[src/rtl/cycle_step_arbiter_pkg.sv]
// Shared encodings, controller states and ring-index helpers for cycle_step_arbiter.
package cycle_step_arbiter_pkg;

    localparam logic [1:0] S0 = 2'b00;
    localparam logic [1:0] S1 = 2'b01;
    localparam logic [1:0] S2 = 2'b10;
    localparam logic [1:0] S3 = 2'b11;

    localparam int unsigned GAP_W = 4;

    typedef enum logic [2:0] {
        IDLE,
        CHECK,
        STEP,
        GAP,
        DONE
    } ctrl_state_e;

    // Position of a state along the advance ring S0 -> S3 -> S1 -> S2.
    function automatic logic [1:0] idx(input logic [1:0] s);
        case (s)
            S0:      idx = 2'd0;
            S3:      idx = 2'd1;
            S1:      idx = 2'd2;
            default: idx = 2'd3;
        endcase
    endfunction

    function automatic logic [1:0] ring_state(input logic [1:0] i);
        case (i)
            2'd0:    ring_state = S0;
            2'd1:    ring_state = S3;
            2'd2:    ring_state = S1;
            default: ring_state = S2;
        endcase
    endfunction

endpackage

[src/rtl/cycle_step_arbiter_cycle4_fsm.sv]
// Four-state cyclic sequence register; moves one ring position per step pulse.
module cycle4_fsm
    import cycle_step_arbiter_pkg::*;
(
    input  logic       clock,
    input  logic       reset_b,
    input  logic       step,
    output logic [1:0] state
);

    always_ff @(posedge clock or negedge reset_b) begin
        if (!reset_b) begin
            state <= S0;
        end else if (step) begin
            state <= ring_state(idx(state) + 2'd1);
        end
    end

endmodule

[src/rtl/cycle_step_arbiter.sv]
// Round-robin owner of the cyclic sequence machine: grants one requester,
// pulses step until the latched target is reached, then pulses done.
module cycle_step_arbiter
    import cycle_step_arbiter_pkg::*;
#(
    parameter int unsigned HOLD_CYCLES = 0
)
(
    input  logic       clock,
    input  logic       reset_b,
    input  logic [1:0] req,
    input  logic [1:0] target0,
    input  logic [1:0] target1,
    output logic [1:0] grant,
    output logic [1:0] done,
    output logic       step,
    output logic [1:0] state,
    output logic       busy
);

    ctrl_state_e       ctrl_q, ctrl_d;
    logic [1:0]        target_q, target_d;
    logic [1:0]        grant_d, done_d;
    logic              owner_q, owner_d;
    logic              last_q, last_d;
    logic              winner_c;
    logic              step_d, busy_d;
    logic [GAP_W-1:0]  gap_q, gap_d;

    cycle4_fsm u_cycle4_fsm (
        .clock   (clock),
        .reset_b (reset_b),
        .step    (step),
        .state   (state)
    );

    always_ff @(posedge clock or negedge reset_b) begin
        if (!reset_b) begin
            ctrl_q   <= IDLE;
            target_q <= S0;
            owner_q  <= 1'b0;
            last_q   <= 1'b1;
            gap_q    <= '0;
            grant    <= 2'b00;
            done     <= 2'b00;
            step     <= 1'b0;
            busy     <= 1'b0;
        end else begin
            ctrl_q   <= ctrl_d;
            target_q <= target_d;
            owner_q  <= owner_d;
            last_q   <= last_d;
            gap_q    <= gap_d;
            grant    <= grant_d;
            done     <= done_d;
            step     <= step_d;
            busy     <= busy_d;
        end
    end

    // Next-state and next-output decode; outputs are registered from ctrl_d.
    always_comb begin
        ctrl_d   = ctrl_q;
        target_d = target_q;
        owner_d  = owner_q;
        last_d   = last_q;
        gap_d    = gap_q;
        grant_d  = grant;
        winner_c = 1'b0;

        // Tie goes to whoever was not served last.
        case (req)
            2'b10:   winner_c = 1'b1;
            2'b11:   winner_c = ~last_q;
            default: winner_c = 1'b0;
        endcase

        case (ctrl_q)
            IDLE: begin
                if (req != 2'b00) begin
                    owner_d  = winner_c;
                    target_d = winner_c ? target1 : target0;
                    grant_d  = winner_c ? 2'b10 : 2'b01;
                    ctrl_d   = CHECK;
                end
            end
            CHECK: begin
                ctrl_d = (state == target_q) ? DONE : STEP;
            end
            STEP: begin
                if (HOLD_CYCLES > 0) begin
                    ctrl_d = GAP;
                    gap_d  = GAP_W'(HOLD_CYCLES - 1);
                end else begin
                    ctrl_d = CHECK;
                end
            end
            GAP: begin
                if (gap_q == '0) begin
                    ctrl_d = CHECK;
                end else begin
                    gap_d = gap_q - GAP_W'(1);
                end
            end
            DONE: begin
                last_d  = owner_q;
                grant_d = 2'b00;
                ctrl_d  = IDLE;
            end
            default: begin
                grant_d = 2'b00;
                ctrl_d  = IDLE;
            end
        endcase

        step_d = (ctrl_d == STEP);
        busy_d = (ctrl_d != IDLE);
        done_d = (ctrl_d == DONE) ? grant_d : 2'b00;
    end

endmodule

[config.mk]
export PLATFORM = sky130hd
export DESIGN_NAME = cycle_step_arbiter
export DESIGN_NICKNAME = d
export VERILOG_FILES = /design/src/rtl/cycle_step_arbiter_pkg.sv /design/src/rtl/cycle_step_arbiter_cycle4_fsm.sv /design/src/rtl/cycle_step_arbiter.sv
export SDC_FILE = /design/constraint.sdc
export NUM_CORES = 1
export LEC_CHECK = 0
export ABC_AREA = 1
export BUFFER_PORTS_ARGS = -buffer_cell sky130_fd_sc_hd__buf_2
export CAP_MARGIN = 20
export CORE_MARGIN = 1
export CORE_UTILIZATION = 50
export CTS_CLUSTER_SIZE = 30
export DETAILED_ROUTE_END_ITERATION = 6
export MAX_ROUTING_LAYER = met4
export PLACE_DENSITY = 0.8
export SETUP_SLACK_MARGIN = 0.02
export SYNTH_ARGS = -nofsm -noshare
export SYNTH_HDL_FRONTEND = slang
export SYNTH_HIERARCHICAL = 1
export SYNTH_SLANG_ARGS = --single-unit
[constraint.sdc]
create_clock -name clock -period 1.3 [get_ports clock]
set_input_delay 0.065 -clock clock [delete_from_list [all_inputs] [get_ports clock]]
set_output_delay 0.065 -clock clock [all_outputs]
set_load 0.02 [all_outputs]
# --- Word-level counts from Yosys, hierarchy flattened ---
# Index checks and enable logic that the tools add are counted.
# Widths: inputs -> output; s select.
word_totals:
  reg_bits: 19
  inputBits: 8
  out_inout_bits: 8
  wordCells: 49
classes:
  add_sub_neg: 2
  eq_ne: 13
  muxes: 13
  bitwise: 2
  reduce_logical: 9
op_table:
  columns: ["operator", "count"]
  rows:
  - ["$pmux 2 s3", 2]
  - ["$pmux 3 s4", 1]
  - ["$mux 2", 5]
  - ["$eq 3x2->1 const B", 3]
  - ["$mux 3", 3]
  - ["$eq 2x2->1 const B", 4]
  - ["$eq 3x3->1 const B", 2]
  - ["$eq 2x1->1 const B", 2]
  - ["$logic_not 2->1", 2]
  - ["$logic_not 4->1", 1]
  - ["$pmux 2 s2", 1]
  - ["$reduce_and 2->1", 2]
  - ["$sub 4x1->4 const B", 1]
  - ["$eq 3x1->1 const B", 1]
  - ["$logic_not 3->1", 1]
  - ["$reduce_bool 3->1", 1]
  - ["$reduce_or 3->1", 1]
  - ["$add 2x1->2 const B", 1]
  - ["$eq 2x2->1", 1]
  - ["$not 1->1", 2]
  - ["$pmux 1 s2", 1]
  - ["$reduce_bool 2->1", 1]

# --- Logic depth before layout (Yosys ltp) ---
logic_depth:
  word_depth: 6
  mapped_depth: 7
  ltp_nobuf: 7

# --- Modules after synthesis ---
# The synthesis kept the hierarchy.
by_module_without_submodules:
  columns: ["mod", "n_inst", "cells_per_inst", "area_per_inst_um2", "seq_area_each_um2"]
  rows:
  - ["cycle_step_arbiter", 1, 102, 823.3, 426.7]
  - ["cycle4_fsm", 1, 12, 107.6, 50.0]

# --- Worst setup path before layout ---
# No wires, ideal clock.
synth_timing:
  path_type: "reg-to-reg"
  startpoint: "reg gap_q[0]"
  endpoint: "reg busy"
  setup_ns: 0.119
  arrival_ns: 1.073
  required_ns: 1.181
  setup_slack_ns: 0.108
  path_stages_with_launch: 8
  n_path_buf: 0
  synth_period_minus_slack_ns: 1.192
  path_cell_list: "dfrtp_1 > inv_1 > ha_1 > nand3_1 > nand2_2 > clkinv_2 > a21oi_2 > nand2_1"
synth_between:
  elab_chain_len: 4
synth_lines:
  columns: ["element", "line", "text"]
  rows:
  - ["start, declared", "cycle_step_arbiter.sv:28", "logic [GAP_W-1:0] gap_q, gap_d;"]
  - ["start signal, assigned", "cycle_step_arbiter.sv:53", "gap_q <= gap_d;"]
  - ["$logic_not 4->1", "cycle_step_arbiter.sv:99", "if (gap_q == '0) begin"]
  - ["$mux 3", "cycle_step_arbiter.sv:99", null]
  - ["$pmux 3 s4", "cycle_step_arbiter.sv:78", "case (ctrl_q)"]
  - ["$reduce_bool 3->1", "cycle_step_arbiter.sv:117", "busy_d = (ctrl_d != IDLE);"]
  - ["named net busy_d", "cycle_step_arbiter.sv:27", "logic step_d, busy_d;"]
  - ["end signal, assigned", "cycle_step_arbiter.sv:57", "busy <= busy_d;"]
  - ["end, declared", "cycle_step_arbiter.sv:18", "output logic busy"]
# The timed path passes the listed nets, and every way through them passes these cells.
# A chain may end at the register's enable or synchronous reset.

# --- Final worst setup path ---
# Same ends and word-level chain as after synthesis.

==> impl_metrics.env <==
export IMPL_dieHeight_um=45.2
export IMPL_syn_area_um2=931
export IMPL_critPathMaxFanout=3
export IMPL_ios=16
export IMPL_core_um2=1730
export IMPL_worst_pin_slew_ns=0.414
export IMPL_power_total_mw=2.27
export IMPL_critPathBufInv=2
export IMPL_overflow=0
export IMPL_cts_max_path_buffers=2
export IMPL_crit_family="flip-flops"
export IMPL_drc=0
export IMPL_grt_pass1_wl_um=2790
export IMPL_relSlewSlack_pct=72.4
export IMPL_dp_hpwl_um=1240
export IMPL_die_x_um=45.2
export IMPL_criticalPathCategory="reg -> reg"
export IMPL_cts_repair_resized=0
export IMPL_max_cap_violations=0
export IMPL_grt_pass1_vias=747
export IMPL_status="finished clean"
export IMPL_slowest_delay_ns=0.37
export IMPL_start_util_pct=53.9
export IMPL_cts_tree="done"
export IMPL_clockRootBuffer="clkbuf_4"
export IMPL_hold_viol_final=0
export IMPL_gp_congestion=0.790
export IMPL_vdd_ir_drop_max_v=0.00146
export IMPL_yosysSeqAreaShare_pct=51.2
export IMPL_drtIter0Drc=22
export IMPL_vias_per_cell=4.77
export IMPL_fmax_mhz=839
export IMPL_critPathLaunchType="register"
export IMPL_slowest_stage="dfrtp_1"
export IMPL_power_switching_mw=0.997
export IMPL_vias=773
export IMPL_wl_um=1670
export IMPL_drive_above_1_share_pct=26.3
export IMPL_setup_viol_count_final=0
export IMPL_num_rows=15
export IMPL_power_frac_comb_pct=43.7
export IMPL_power_density_nw_per_um2=2060
export IMPL_min_path_type="in -> reg"
export IMPL_clk_latency_ns=0.29
export IMPL_port_buffer_count=15
export IMPL_crit_chain="inv_1 -> ha_1 -> nand3_1 -> nand2_2 -> clkinv_2 -> a21oi_2 -> nand2_1"
export IMPL_min_period_ns=1.19
export IMPL_finalSetupTns_ns=0
export IMPL_diodes=0
export IMPL_antenna_found_initial=0
export IMPL_yosysUniqueCellTypes=22
export IMPL_drv_slew=0
export IMPL_numCtsBuffers=3
export IMPL_synth_seq_cells=19
export IMPL_grt_max_degree=20
export IMPL_die_area_um2=2040
export IMPL_drtPass1Iterations=4
export IMPL_arrival_ns=1.38
export IMPL_synth_nets=125
export IMPL_num_fill_cells=164
export IMPL_power_frac_clock_pct=13.1
export IMPL_crit_required_ns=1.49
export IMPL_layout_nets=149
export IMPL_worst_clock_skew_ns=0.00279
export IMPL_internal_power_mw=1.27
export IMPL_grt_setup_unrepaired="no"
export IMPL_cts_sinks=19
export IMPL_cts_max_level=1
export IMPL_end_kind="register"
export IMPL_area_growth_pct=17.9
export IMPL_p_leak_nw=0.631
export IMPL_fin_crit_sh_pct=91.6
export IMPL_avgSynthCellArea_um2=8.17
export IMPL_power_frac_seq_pct=43.2
export IMPL_yosysWarnings=6
export IMPL_clkTransAtPathRegs_ns=0.11
export IMPL_swShare_pct=44.0
export IMPL_wire_per_inst_um=10.3
export IMPL_grt_usage_pct=19.7
export IMPL_ant_nets=0
export IMPL_synthCells=114
worst min-delay path, delay by kind of cell:
family | cells | cell delay, ns
AND/OR/NAND/NOR | 1 | 0.07
AO/OA/AOI/OAI | 1 | 0.10
buffers and inverters | 1 | 0.07
power groups by stage:
stage	Sequential, mW	Combinational (mW)	Clock [mW]
floorplan	1.09	0.616	0
global placement	0.983	0.948	0
detailed placement	0.989	0.994	0
CTS	0.979	1.00	0.310
global route	1.01	1.13	0.319
finish	0.978	0.990	0.297
per-layer routing:
layer  global-route usage, %  vias to the layer above  wire length [µm]
met2                    33.9                       15               860
met1                    22.9                      364               748
met4                    9.09                        0                12
met3                    2.40                        2                45
met5                       -                        -                 0
li1                        -                      392                 -
worst paths after layout:
kind	startpoint	endpoint	slack, ns	cells past startpoint
max in group asynchronous	reset_b	last_q	0.76	2
worst min-delay path	target1[0]	target_q[0]	0.05	3
min in group asynchronous	reset_b	grant[1]	0.22	2
worst max-delay path	gap_q[0]	busy	0.11	7
worst min register to register	owner_q	last_q	0.52	2
worst max register to register	gap_q[0]	busy	0.11	7
state kept, by name, indices dropped and copies added (netlist names):
register / cells
busy: 1
ctrl_q: 3
done: 2
last_q: 1
grant: 2
step: 1
target_q: 2
gap_q: 4
owner_q: 1
u_cycle4_fsm/state: 2
synthesized netlist by cell type:
| master | instances | area, µm² |
|---|---|---|
| inv_2 | 2 | 7.51 |
| inv_1 | 20 | 75.1 |
| clkinv_2 | 1 | 5.00 |
| o21ai_2 | 1 | 8.76 |
| ha_1 | 3 | 37.5 |
| a21oi_2 | 1 | 8.76 |
| o21ai_0 | 3 | 15.0 |
| o211ai_1 | 1 | 7.51 |
| nand3_2 | 1 | 10.0 |
| dfstp_2 | 1 | 26.3 |
| nor2_4 | 1 | 11.3 |
| o21ai_1 | 3 | 15.0 |
| xor2_1 | 1 | 8.76 |
| nand3_1 | 5 | 25.0 |
| a21oi_1 | 2 | 10.0 |
| nand2_1 | 33 | 124 |
| dfrtp_1 | 18 | 450 |
| o21bai_1 | 1 | 7.51 |
| a31oi_1 | 1 | 6.26 |
| nor2_1 | 9 | 33.8 |
| nand2_2 | 3 | 18.8 |
| nor2_2 | 3 | 18.8 |
through the flow:
| stage | utilization (%) | area, µm² | hold WS [ns] | cells | setup slack [ns] |
|---|---|---|---|---|---|
| 2_1_floorplan | - | 931 | -0.231 | 114 | 0.108 |
| 3_5_place_dp | 60.5 | 1040 | 0.0226 | 155 | 0.0418 |
| 4_1_cts | 63.1 | 1090 | 0.0391 | 161 | 0.0354 |
| 3_3_place_gp | 60.5 | 1040 | 0.0173 | 155 | 0.113 |
| 5_1_grt | 63.6 | 1100 | 0.0565 | 162 | 0.0391 |
| 6_report | 63.6 | 1100 | 0.0476 | 162 | 0.109 |
cells by family (layout without fill, tap and decap cells):
family,after synthesis,in the layout,share of synthesized area [%]
and+or+nand+nor,55,55,25.9
AOI/OAI and AO/OA,13,13,8.47
DFF,19,19,51.2
adders and majority gates,3,3,4.03
buffers and inverters,23,46,9.41
xor gates and xnor gates,1,1,0.941
area by class of cell:
| type | instances | area [µm²] | share of cell area (%) |
|---|---|---|---|
| clock inverters | 1 | 5.00 | 0.456 |
| inverters | 23 | 87.6 | 7.98 |
| clock buffers | 3 | 22.5 | 2.05 |
| repair buffers | 19 | 108 | 9.81 |
| flip-flops and latches | 19 | 477 | 43.4 |
| multi-input cells | 72 | 367 | 33.4 |
| well taps | 25 | 31.3 | 2.85 |
what timing repair did:
action                                  4_1_cts  5_1_grt
pin swaps                                     0        1
hold endpoints to repair                     18        0
buffers inserted                              1        1
hold buffers                                  1        0
endpoints found under the setup margin        1        2
layout by cell type (no fill, tap or decap):
master	n
a21oi_1	2
a21oi_2	1
a31oi_1	1
buf_2	15
buf_4	3
clkbuf_4	3
clkinv_2	2
dfrtp_1	18
dfstp_2	1
dlygate4sd3_1	1
ha_1	3
inv_1	20
inv_2	2
nand2_1	33
nand2_2	3
nand3_1	5
nand3_2	1
nor2_1	9
nor2_2	3
nor2_4	1
o211ai_1	1
o21ai_0	3
o21ai_1	3
o21ai_2	1
o21bai_1	1
xor2_1	1
Note: power is estimated with default switching activity, not from simulation.
